==> config.mk <==
export PLATFORM = sky130hd
export DESIGN_NAME = zigbee_top
export DESIGN_NICKNAME = d
export VERILOG_FILES = /design/src/rtl/zigbee_top_if.sv /design/src/rtl/zigbee_top.sv
export SDC_FILE = /design/constraint.sdc
export NUM_CORES = 1
export LEC_CHECK = 0
export ABC_AREA = 1
export BUFFER_PORTS_ARGS = -buffer_cell sky130_fd_sc_hd__buf_2
export CAP_MARGIN = 20
export CORE_ASPECT_RATIO = 1.1
export CORE_UTILIZATION = 30
export CTS_BUF_LIST = sky130_fd_sc_hd__clkbuf_8
export DETAILED_ROUTE_END_ITERATION = 8
export PLACE_DENSITY = 0.54
export SYNTH_ARGS = -nofsm -noshare
export SYNTH_HDL_FRONTEND = slang
export SYNTH_SLANG_ARGS = --single-unit
==> constraint.sdc <==
create_clock -name inClock -period 4.1 [get_ports inClock]
set_clock_uncertainty 0.15 [all_clocks]
set_input_delay 0.615 -clock inClock [delete_from_list [all_inputs] [get_ports inClock]]
set_output_delay 0.615 -clock inClock [all_outputs]
set_load 0.01 [all_outputs]
==> src/rtl/zigbee_top_if.sv <==
// Control/data bundle between the pin-level wrapper and the FIFO/ALU core.
interface zigbee_top_if;
    logic [3:0] in_data;
    logic       rd_en;
    logic       wr_en;
    logic       xfer_en;
    logic [3:0] op_a;
    logic [3:0] op_b;
    logic [2:0] sel_a;
    logic [2:0] sel_b;
    logic       sel_payload;
    logic [1:0] sel_mux10;
    logic [1:0] sel_mux9;
    logic       sel_mux16_lo;
    logic       sel_mux16_hi;
    logic [2:0] sel_mux15;
    logic       sel_dest;
    logic [3:0] out_mux9;
    logic [3:0] out_mux10;
    logic       out_mux15;
    logic       out_mux16;

    modport master (
        output in_data, rd_en, wr_en, xfer_en, op_a, op_b, sel_a, sel_b,
               sel_payload, sel_mux10, sel_mux9, sel_mux16_lo, sel_mux16_hi,
               sel_mux15, sel_dest,
        input  out_mux9, out_mux10, out_mux15, out_mux16
    );

    modport slave (
        input  in_data, rd_en, wr_en, xfer_en, op_a, op_b, sel_a, sel_b,
               sel_payload, sel_mux10, sel_mux9, sel_mux16_lo, sel_mux16_hi,
               sel_mux15, sel_dest,
        output out_mux9, out_mux10, out_mux15, out_mux16
    );
endinterface

==> src/rtl/zigbee_top.sv <==
// Input FIFO -> two-stage 4-bit ALU -> output FIFO or hold register,
// with selectable monitor muxes. Pin-level wrapper plus core.
module zigbee_core #(
    parameter int unsigned FIFO_DEPTH = 8
) (
    input  logic         clk,
    input  logic         rst_n,
    zigbee_top_if.slave  bus
);
    localparam int unsigned PTR_W = (FIFO_DEPTH > 2) ? $clog2(FIFO_DEPTH) : 1;
    localparam int unsigned CNT_W = 4;
    localparam logic [CNT_W-1:0] DEPTH_C = CNT_W'(FIFO_DEPTH);

    // Shared opcode table for both ALU stages
    function automatic logic [3:0] alu(input logic [2:0] op,
                                       input logic [3:0] w,
                                       input logic [3:0] k);
        logic [3:0] res;
        case (op)
            3'd0:    res = w;
            3'd1:    res = ~w;
            3'd2:    res = {w[0], w[1], w[2], w[3]};
            3'd3:    res = {w[2:0], w[3]};
            3'd4:    res = {w[0], w[3:1]};
            3'd5:    res = w ^ k;
            3'd6:    res = w + k;
            default: res = w - k;
        endcase
        return res;
    endfunction

    logic [3:0]       if_mem_q [FIFO_DEPTH];
    logic [3:0]       if_mem_d [FIFO_DEPTH];
    logic [3:0]       of_mem_q [FIFO_DEPTH];
    logic [3:0]       of_mem_d [FIFO_DEPTH];
    logic [PTR_W-1:0] if_wp_q, if_wp_d, if_rp_q, if_rp_d;
    logic [PTR_W-1:0] of_wp_q, of_wp_d, of_rp_q, of_rp_d;
    logic [CNT_W-1:0] if_cnt_q, if_cnt_d, of_cnt_q, of_cnt_d;
    logic [3:0]       r_q, r_d, ra_q, ra_d, rb_q, rb_d, rd_q, rd_d;
    logic             rv_q, rv_d, ovf_q, ovf_d, unf_q, unf_d;
    logic             xfer_pulse_q, xfer_pulse_d;

    logic             if_full_c, if_empty_c, of_full_c, of_empty_c;
    logic             xfer_c, if_wr_c, of_push_c, of_pop_c;
    logic [3:0]       w_c, a_c, b_c, p_c;

    // Handshake qualification and datapath
    always_comb begin
        if_full_c  = (if_cnt_q == DEPTH_C);
        if_empty_c = (if_cnt_q == '0);
        of_full_c  = (of_cnt_q == DEPTH_C);
        of_empty_c = (of_cnt_q == '0);
        xfer_c     = bus.xfer_en && !if_empty_c && (bus.sel_dest || !of_full_c);
        if_wr_c    = bus.wr_en && (!if_full_c || xfer_c);
        of_push_c  = xfer_c && !bus.sel_dest;
        of_pop_c   = bus.rd_en && !of_empty_c;
        w_c        = if_mem_q[if_rp_q];
        a_c        = alu(bus.sel_a, w_c, bus.op_a);
        b_c        = alu(bus.sel_b, a_c, bus.op_b);
        p_c        = bus.sel_payload ? w_c : b_c;
    end

    always_comb begin
        if_mem_d     = if_mem_q;
        of_mem_d     = of_mem_q;
        if_wp_d      = if_wp_q;
        if_rp_d      = if_rp_q;
        of_wp_d      = of_wp_q;
        of_rp_d      = of_rp_q;
        if_cnt_d     = if_cnt_q;
        of_cnt_d     = of_cnt_q;
        r_d          = r_q;
        ra_d         = ra_q;
        rb_d         = rb_q;
        rd_d         = rd_q;
        rv_d         = 1'b0;
        xfer_pulse_d = xfer_c;
        ovf_d        = ovf_q | (bus.wr_en & ~if_wr_c);
        unf_d        = unf_q | (bus.rd_en & of_empty_c);

        if (if_wr_c) begin
            if_mem_d[if_wp_q] = bus.in_data;
            if_wp_d           = if_wp_q + PTR_W'(1);
        end
        if (xfer_c) begin
            if_rp_d = if_rp_q + PTR_W'(1);
            ra_d    = a_c;
            rb_d    = b_c;
            if (bus.sel_dest) r_d = p_c;
        end
        if (of_push_c) begin
            of_mem_d[of_wp_q] = p_c;
            of_wp_d           = of_wp_q + PTR_W'(1);
        end
        if (of_pop_c) begin
            rd_d    = of_mem_q[of_rp_q];
            rv_d    = 1'b1;
            of_rp_d = of_rp_q + PTR_W'(1);
        end

        // Simultaneous push and pop leave the count unchanged
        if (if_wr_c && !xfer_c)      if_cnt_d = if_cnt_q + CNT_W'(1);
        else if (!if_wr_c && xfer_c) if_cnt_d = if_cnt_q - CNT_W'(1);
        if (of_push_c && !of_pop_c)      of_cnt_d = of_cnt_q + CNT_W'(1);
        else if (!of_push_c && of_pop_c) of_cnt_d = of_cnt_q - CNT_W'(1);
    end

    always_ff @(posedge clk) begin
        if (!rst_n) begin
            if_mem_q     <= '{default: '0};
            of_mem_q     <= '{default: '0};
            if_wp_q      <= '0;
            if_rp_q      <= '0;
            of_wp_q      <= '0;
            of_rp_q      <= '0;
            if_cnt_q     <= '0;
            of_cnt_q     <= '0;
            r_q          <= '0;
            ra_q         <= '0;
            rb_q         <= '0;
            rd_q         <= '0;
            rv_q         <= 1'b0;
            ovf_q        <= 1'b0;
            unf_q        <= 1'b0;
            xfer_pulse_q <= 1'b0;
        end else begin
            if_mem_q     <= if_mem_d;
            of_mem_q     <= of_mem_d;
            if_wp_q      <= if_wp_d;
            if_rp_q      <= if_rp_d;
            of_wp_q      <= of_wp_d;
            of_rp_q      <= of_rp_d;
            if_cnt_q     <= if_cnt_d;
            of_cnt_q     <= of_cnt_d;
            r_q          <= r_d;
            ra_q         <= ra_d;
            rb_q         <= rb_d;
            rd_q         <= rd_d;
            rv_q         <= rv_d;
            ovf_q        <= ovf_d;
            unf_q        <= unf_d;
            xfer_pulse_q <= xfer_pulse_d;
        end
    end

    // Monitor muxes over registered state (sel6=2/3 tap live inputs and payload)
    always_comb begin
        case (bus.sel_mux9)
            2'd0:    bus.out_mux9 = rd_q;
            2'd1:    bus.out_mux9 = r_q;
            2'd2:    bus.out_mux9 = if_cnt_q;
            default: bus.out_mux9 = of_cnt_q;
        endcase
        case (bus.sel_mux10)
            2'd0:    bus.out_mux10 = ra_q;
            2'd1:    bus.out_mux10 = rb_q;
            2'd2:    bus.out_mux10 = {bus.xfer_en, bus.wr_en, of_empty_c, of_full_c};
            default: bus.out_mux10 = p_c;
        endcase
        case (bus.sel_mux15)
            3'd0:    bus.out_mux15 = if_full_c;
            3'd1:    bus.out_mux15 = if_empty_c;
            3'd2:    bus.out_mux15 = of_full_c;
            3'd3:    bus.out_mux15 = of_empty_c;
            3'd4:    bus.out_mux15 = ^rd_q;
            3'd5:    bus.out_mux15 = rv_q;
            3'd6:    bus.out_mux15 = r_q[3];
            default: bus.out_mux15 = 1'b0;
        endcase
        case ({bus.sel_mux16_hi, bus.sel_mux16_lo})
            2'b00:   bus.out_mux16 = ovf_q;
            2'b01:   bus.out_mux16 = unf_q;
            2'b10:   bus.out_mux16 = rv_q;
            default: bus.out_mux16 = xfer_pulse_q;
        endcase
    end
endmodule

module zigbee_top #(
    parameter int unsigned FIFO_DEPTH = 8
) (
    input  logic       inClock,
    input  logic       inReset,
    input  logic [3:0] in_inFIFO_inData,
    input  logic       in_outFIFO_inReadEnable,
    input  logic       in_DEMUX_inDEMUX1,
    input  logic       in_DEMUX_inDEMUX2,
    input  logic [3:0] in_DEMUX_inDEMUX17,
    input  logic [3:0] in_DEMUX_inDEMUX18,
    input  logic [2:0] in_DEMUX_inSEL1,
    input  logic [2:0] in_DEMUX_inSEL2,
    input  logic       in_MUX_inSEL3,
    input  logic [1:0] in_MUX_inSEL6,
    input  logic [1:0] in_MUX_inSEL9,
    input  logic       in_MUX_inSEL11,
    input  logic       in_MUX_inSEL12,
    input  logic [2:0] in_MUX_inSEL15,
    input  logic       in_DEMUX_inSEL17,
    output logic [3:0] out_MUX_outMUX9,
    output logic [3:0] out_MUX_outMUX10,
    output logic       out_MUX_outMUX15,
    output logic       out_MUX_outMUX16
);
    zigbee_top_if u_bus ();

    assign u_bus.in_data      = in_inFIFO_inData;
    assign u_bus.rd_en        = in_outFIFO_inReadEnable;
    assign u_bus.wr_en        = in_DEMUX_inDEMUX1;
    assign u_bus.xfer_en      = in_DEMUX_inDEMUX2;
    assign u_bus.op_a         = in_DEMUX_inDEMUX17;
    assign u_bus.op_b         = in_DEMUX_inDEMUX18;
    assign u_bus.sel_a        = in_DEMUX_inSEL1;
    assign u_bus.sel_b        = in_DEMUX_inSEL2;
    assign u_bus.sel_payload  = in_MUX_inSEL3;
    assign u_bus.sel_mux10    = in_MUX_inSEL6;
    assign u_bus.sel_mux9     = in_MUX_inSEL9;
    assign u_bus.sel_mux16_lo = in_MUX_inSEL11;
    assign u_bus.sel_mux16_hi = in_MUX_inSEL12;
    assign u_bus.sel_mux15    = in_MUX_inSEL15;
    assign u_bus.sel_dest     = in_DEMUX_inSEL17;

    assign out_MUX_outMUX9    = u_bus.out_mux9;
    assign out_MUX_outMUX10   = u_bus.out_mux10;
    assign out_MUX_outMUX15   = u_bus.out_mux15;
    assign out_MUX_outMUX16   = u_bus.out_mux16;

    zigbee_core #(.FIFO_DEPTH(FIFO_DEPTH)) u_core (
        .clk   (inClock),
        .rst_n (inReset),
        .bus   (u_bus.slave)
    );
endmodule

==> flow_summary.ini <==
[logic_synthesis]
synth_edf_count = 0
ys_warn_count = 0
syn_avg_cell_area_um2 = 6.52
async_flop_share_pct = 0
synth_nets = 1024
synthCells = 970
ys_seq_area_share_pct = 32.9
synth-compound-area-share_pct = 20.3
yosys.cell_types.count = 43
synth_xor_area_share_pct = 1.39
synth_fa_ha_area_share_pct = 4.31
synthSimpleGateAreaFrac_pct = 27.9
synth_area_um2 = 6320
yosys_register_bits = 104
ys.flop_type = dfxtp_1
synth_top_family_by_area = simple AND/OR/NAND/NOR gates
synth_mux_area_share_pct = 0

[setup_path]
crit_required_ns = 3.34
path_max_fanout = 7
worstSetupPathType = flip-flop to output pin
cp_data_arrival_time_ns = 3.31
r2r_start = u_core.if_rp_q[0]
critPathCapture = out_MUX_outMUX10[1]
end_kind = output pin
r2r_cells = 22
cp-startpoint = u_core.if_rp_q[0]
r2r_setup_slack_ns = 0.69
r2r_end = u_core.of_mem_q[5]
start_kind = flip-flop

[clock_tree]
cts_buffers = 9
cts.sinks = 104
cts_hold_buffers = 0
clkTransAtPathRegs_ns = 0.11
clock-root-buffer = clkbuf_8
cts_tree = done
clockBufferDepth = 2
h-tree-depth = 3
clk-insertion-delay-late_ns = 0.39

[power_and_ir_drop]
peakVddDrop_mv = 0.158
p_leak_nw = 3.40
p_per_area_nw_per_um2 = 534
pwr-share-clk_pct = 15.7
net-switching-power_w = 0.00176
p_int_w = 0.00220
p_total_w = 0.00395
combPwrFrac_pct = 51.5
seqPwrFrac_pct = 32.9
p_sw_share_pct = 44.4

[placement]
portBuffers = 43
place_ws_ns = 0.0824
hpwl_um = 12700
gp_congestion = 0.859

[sta]
max_slew_margin_pct = 34.0
fin_crit_ns = 4.07
rsz0062_at_grt = true
max_clock_freq_mhz = 245
fin_ws_ns = 0.0252
setup_viol = 0
tightest_slew_ns = 0.988
slew_violations = 0
min_period_over_period_pct = 99.4
tns_ns = 0
finalHoldViolations = 0
whs_ns = 0.312

[die]
die_area_um2 = 21700
die_h_um = 154
dieWidth_um = 140
core_um2 = 20600
fp-row-count = 55
pin_count = 44
start_util_pct = 30.6

[outcome]
status = finished clean

[route]
viasPerCell = 4.72
ant_nets = 0
drtIter0Drc = 285
dr.pass1.iters = 4
num_vias = 6121
drt-total-wl_um = 17300
wire_per_inst_um = 13.4
drc = 0

[cells_and_area]
area_delta_synth_final_pct = 17.2
nFillCells = 2246
diodes = 0
drive_above_1_share_pct = 16.5
finalNetCount = 1089

[hold_path]
holdCritPathClass = flip-flop to flip-flop

[run]
max_cap_viol_count = 0

[global_route]
globalRouteMet2Util_pct = 28.0
grt.busiest_layer = met2
antenna_found_initial = 0
grt_use_total_pct = 16.5
grt.overflow.total = 0
grt_pass1_wl_um = 28200
use_met3_pct = 2.35
grt_pass1_vias = 5663
grt_max_degree = 55
met1_usage_pct = 21.0
-- stage by stage --
stage               utilization [%]  area, um2  std cells
floorplan                         -       6320        970
global placement               33.1       6840       1259
detailed placement             33.1       6840       1259
CTS                            34.8       7190       1286
global route                   35.9       7410       1296
finish                         35.9       7410       1296
-- power groups by stage --
stage                     Sequential, W  Combinational [W]  Clock [W]
final                           0.00130            0.00203   0.000619
after global routing            0.00132            0.00230   0.000687
after CTS                       0.00130            0.00189   0.000648
after detailed placement        0.00131            0.00176          0
after global placement          0.00131            0.00175          0
after floorplan                 0.00126            0.00132          0
-- how the worst min path moves through the flow --
stage                     depth (start not counted)  slack (ns)                start                   to
after floorplan                                   2        0.28   u_core.if_mem_q[0]   u_core.if_mem_q[0]
after global placement                            2        0.29  u_core.if_mem_q[30]  u_core.if_mem_q[30]
after detailed placement                          2        0.30  u_core.if_mem_q[30]  u_core.if_mem_q[30]
after CTS                                         2        0.32  u_core.if_mem_q[11]  u_core.if_mem_q[11]
after global routing                              2        0.32   u_core.if_mem_q[4]   u_core.if_mem_q[4]
final                                             2        0.31  u_core.if_mem_q[11]  u_core.if_mem_q[11]
-- state kept, by name, summed over array words and instances, names as in the netlist, 3 cells and up --
| name | count |
|---|---|
| u_core.if_cnt_q | 4 |
| u_core.if_mem_q | 32 |
| u_core.if_rp_q | 3 |
| u_core.if_wp_q | 3 |
| u_core.of_cnt_q | 4 |
| u_core.of_mem_q | 32 |
| u_core.of_rp_q | 3 |
| u_core.of_wp_q | 3 |
| u_core.r_q | 4 |
| u_core.ra_q | 4 |
| u_core.rb_q | 4 |
| u_core.rd_q | 4 |
-- cell families after synthesis --
family,Yosys count
flops,104
xor+xnor,10
simple gates,388
fa+ha+maj,20
buf+inv,216
compound gates,232
-- synth_stat cells (5+ instances only) --
| cell type | number | area share (%) |
|---|---|---|
| a211oi_1 | 5 | 0.59 |
| nor2_1 | 90 | 5.3 |
| clkbuf_1 | 18 | 1.1 |
| o211ai_1 | 6 | 0.71 |
| o21ai_0 | 74 | 5.9 |
| nand3_1 | 84 | 6.6 |
| o21ai_1 | 15 | 1.2 |
| xor2_1 | 6 | 0.83 |
| ha_1 | 17 | 3.4 |
| o22ai_1 | 5 | 0.49 |
| inv_1 | 179 | 11 |
| nand3_2 | 14 | 2.2 |
| nor3_1 | 8 | 0.63 |
| nand2_2 | 9 | 0.89 |
| dfxtp_1 | 104 | 33 |
| nand2_1 | 168 | 10 |
| a21oi_1 | 110 | 8.7 |
| inv_2 | 13 | 0.77 |
-- cell type report --
cell class / count / area (um2) / area share (%)
Multi-Input combinational cell: 650 / 3560 / 48.1
Clock buffer: 10 / 138 / 1.86
Timing Repair Buffer: 76 / 510 / 6.89
Clock inverter: 6 / 45.0 / 0.608
Tap cell: 256 / 320 / 4.32
Inverter: 194 / 743 / 10.0
Sequential cell: 104 / 2090 / 28.2
-- worst max-delay path: stages, from the launching register on --
cell	delay (ns)
dfxtp_4	0.44
buf_6	0.15
nand2_2	0.06
nand3_2	0.07
nand3_2	0.10
nand2_2	0.10
inv_2	0.05
ha_4	0.16
fa_1	0.44
or2_4	0.28
nand2_4	0.07
nand2_2	0.05
nand2_1	0.05
inv_1	0.04
ha_1	0.26
nand2_1	0.08
o211ai_2	0.10
nand2_2	0.09
o21ai_4	0.06
nand2_1	0.07
nand2_1	0.06
buf_2	0.14
-- repair_timing --
action,in CTS,in global routing
cloned,1,0
pin swaps,17,31
buffers inserted,10,11
gates resized for setup,16,32
endpoints found under the hold margin,0,0
endpoints found under the setup margin,4,4
-- metal layers --
metal | up-vias | routed length (um)
met5 | - | 0
met1 | 2737 | 8200
met3 | 32 | 497
met2 | 101 | 8170
met4 | 0 | 468
li1 | 3251 | -
-- cells in the final DEF (no fill, tap or decap), drive strengths merged, types with 2 or more instances in the layout --
cell and n:
xor2 6, ha 17, a31oi 5, a211oi 5
nor2 93, buf 76, a21oi 111, clkinv 5
o211ai 10, fa 3, or2 2, o21ai 92
inv 194, dfxtp 104, clkbuf 10, nand3b 2
nor3 8, nand2 180, xnor2 4, nand3 100
o22ai 5
Power figures use the tool's default switching activity.
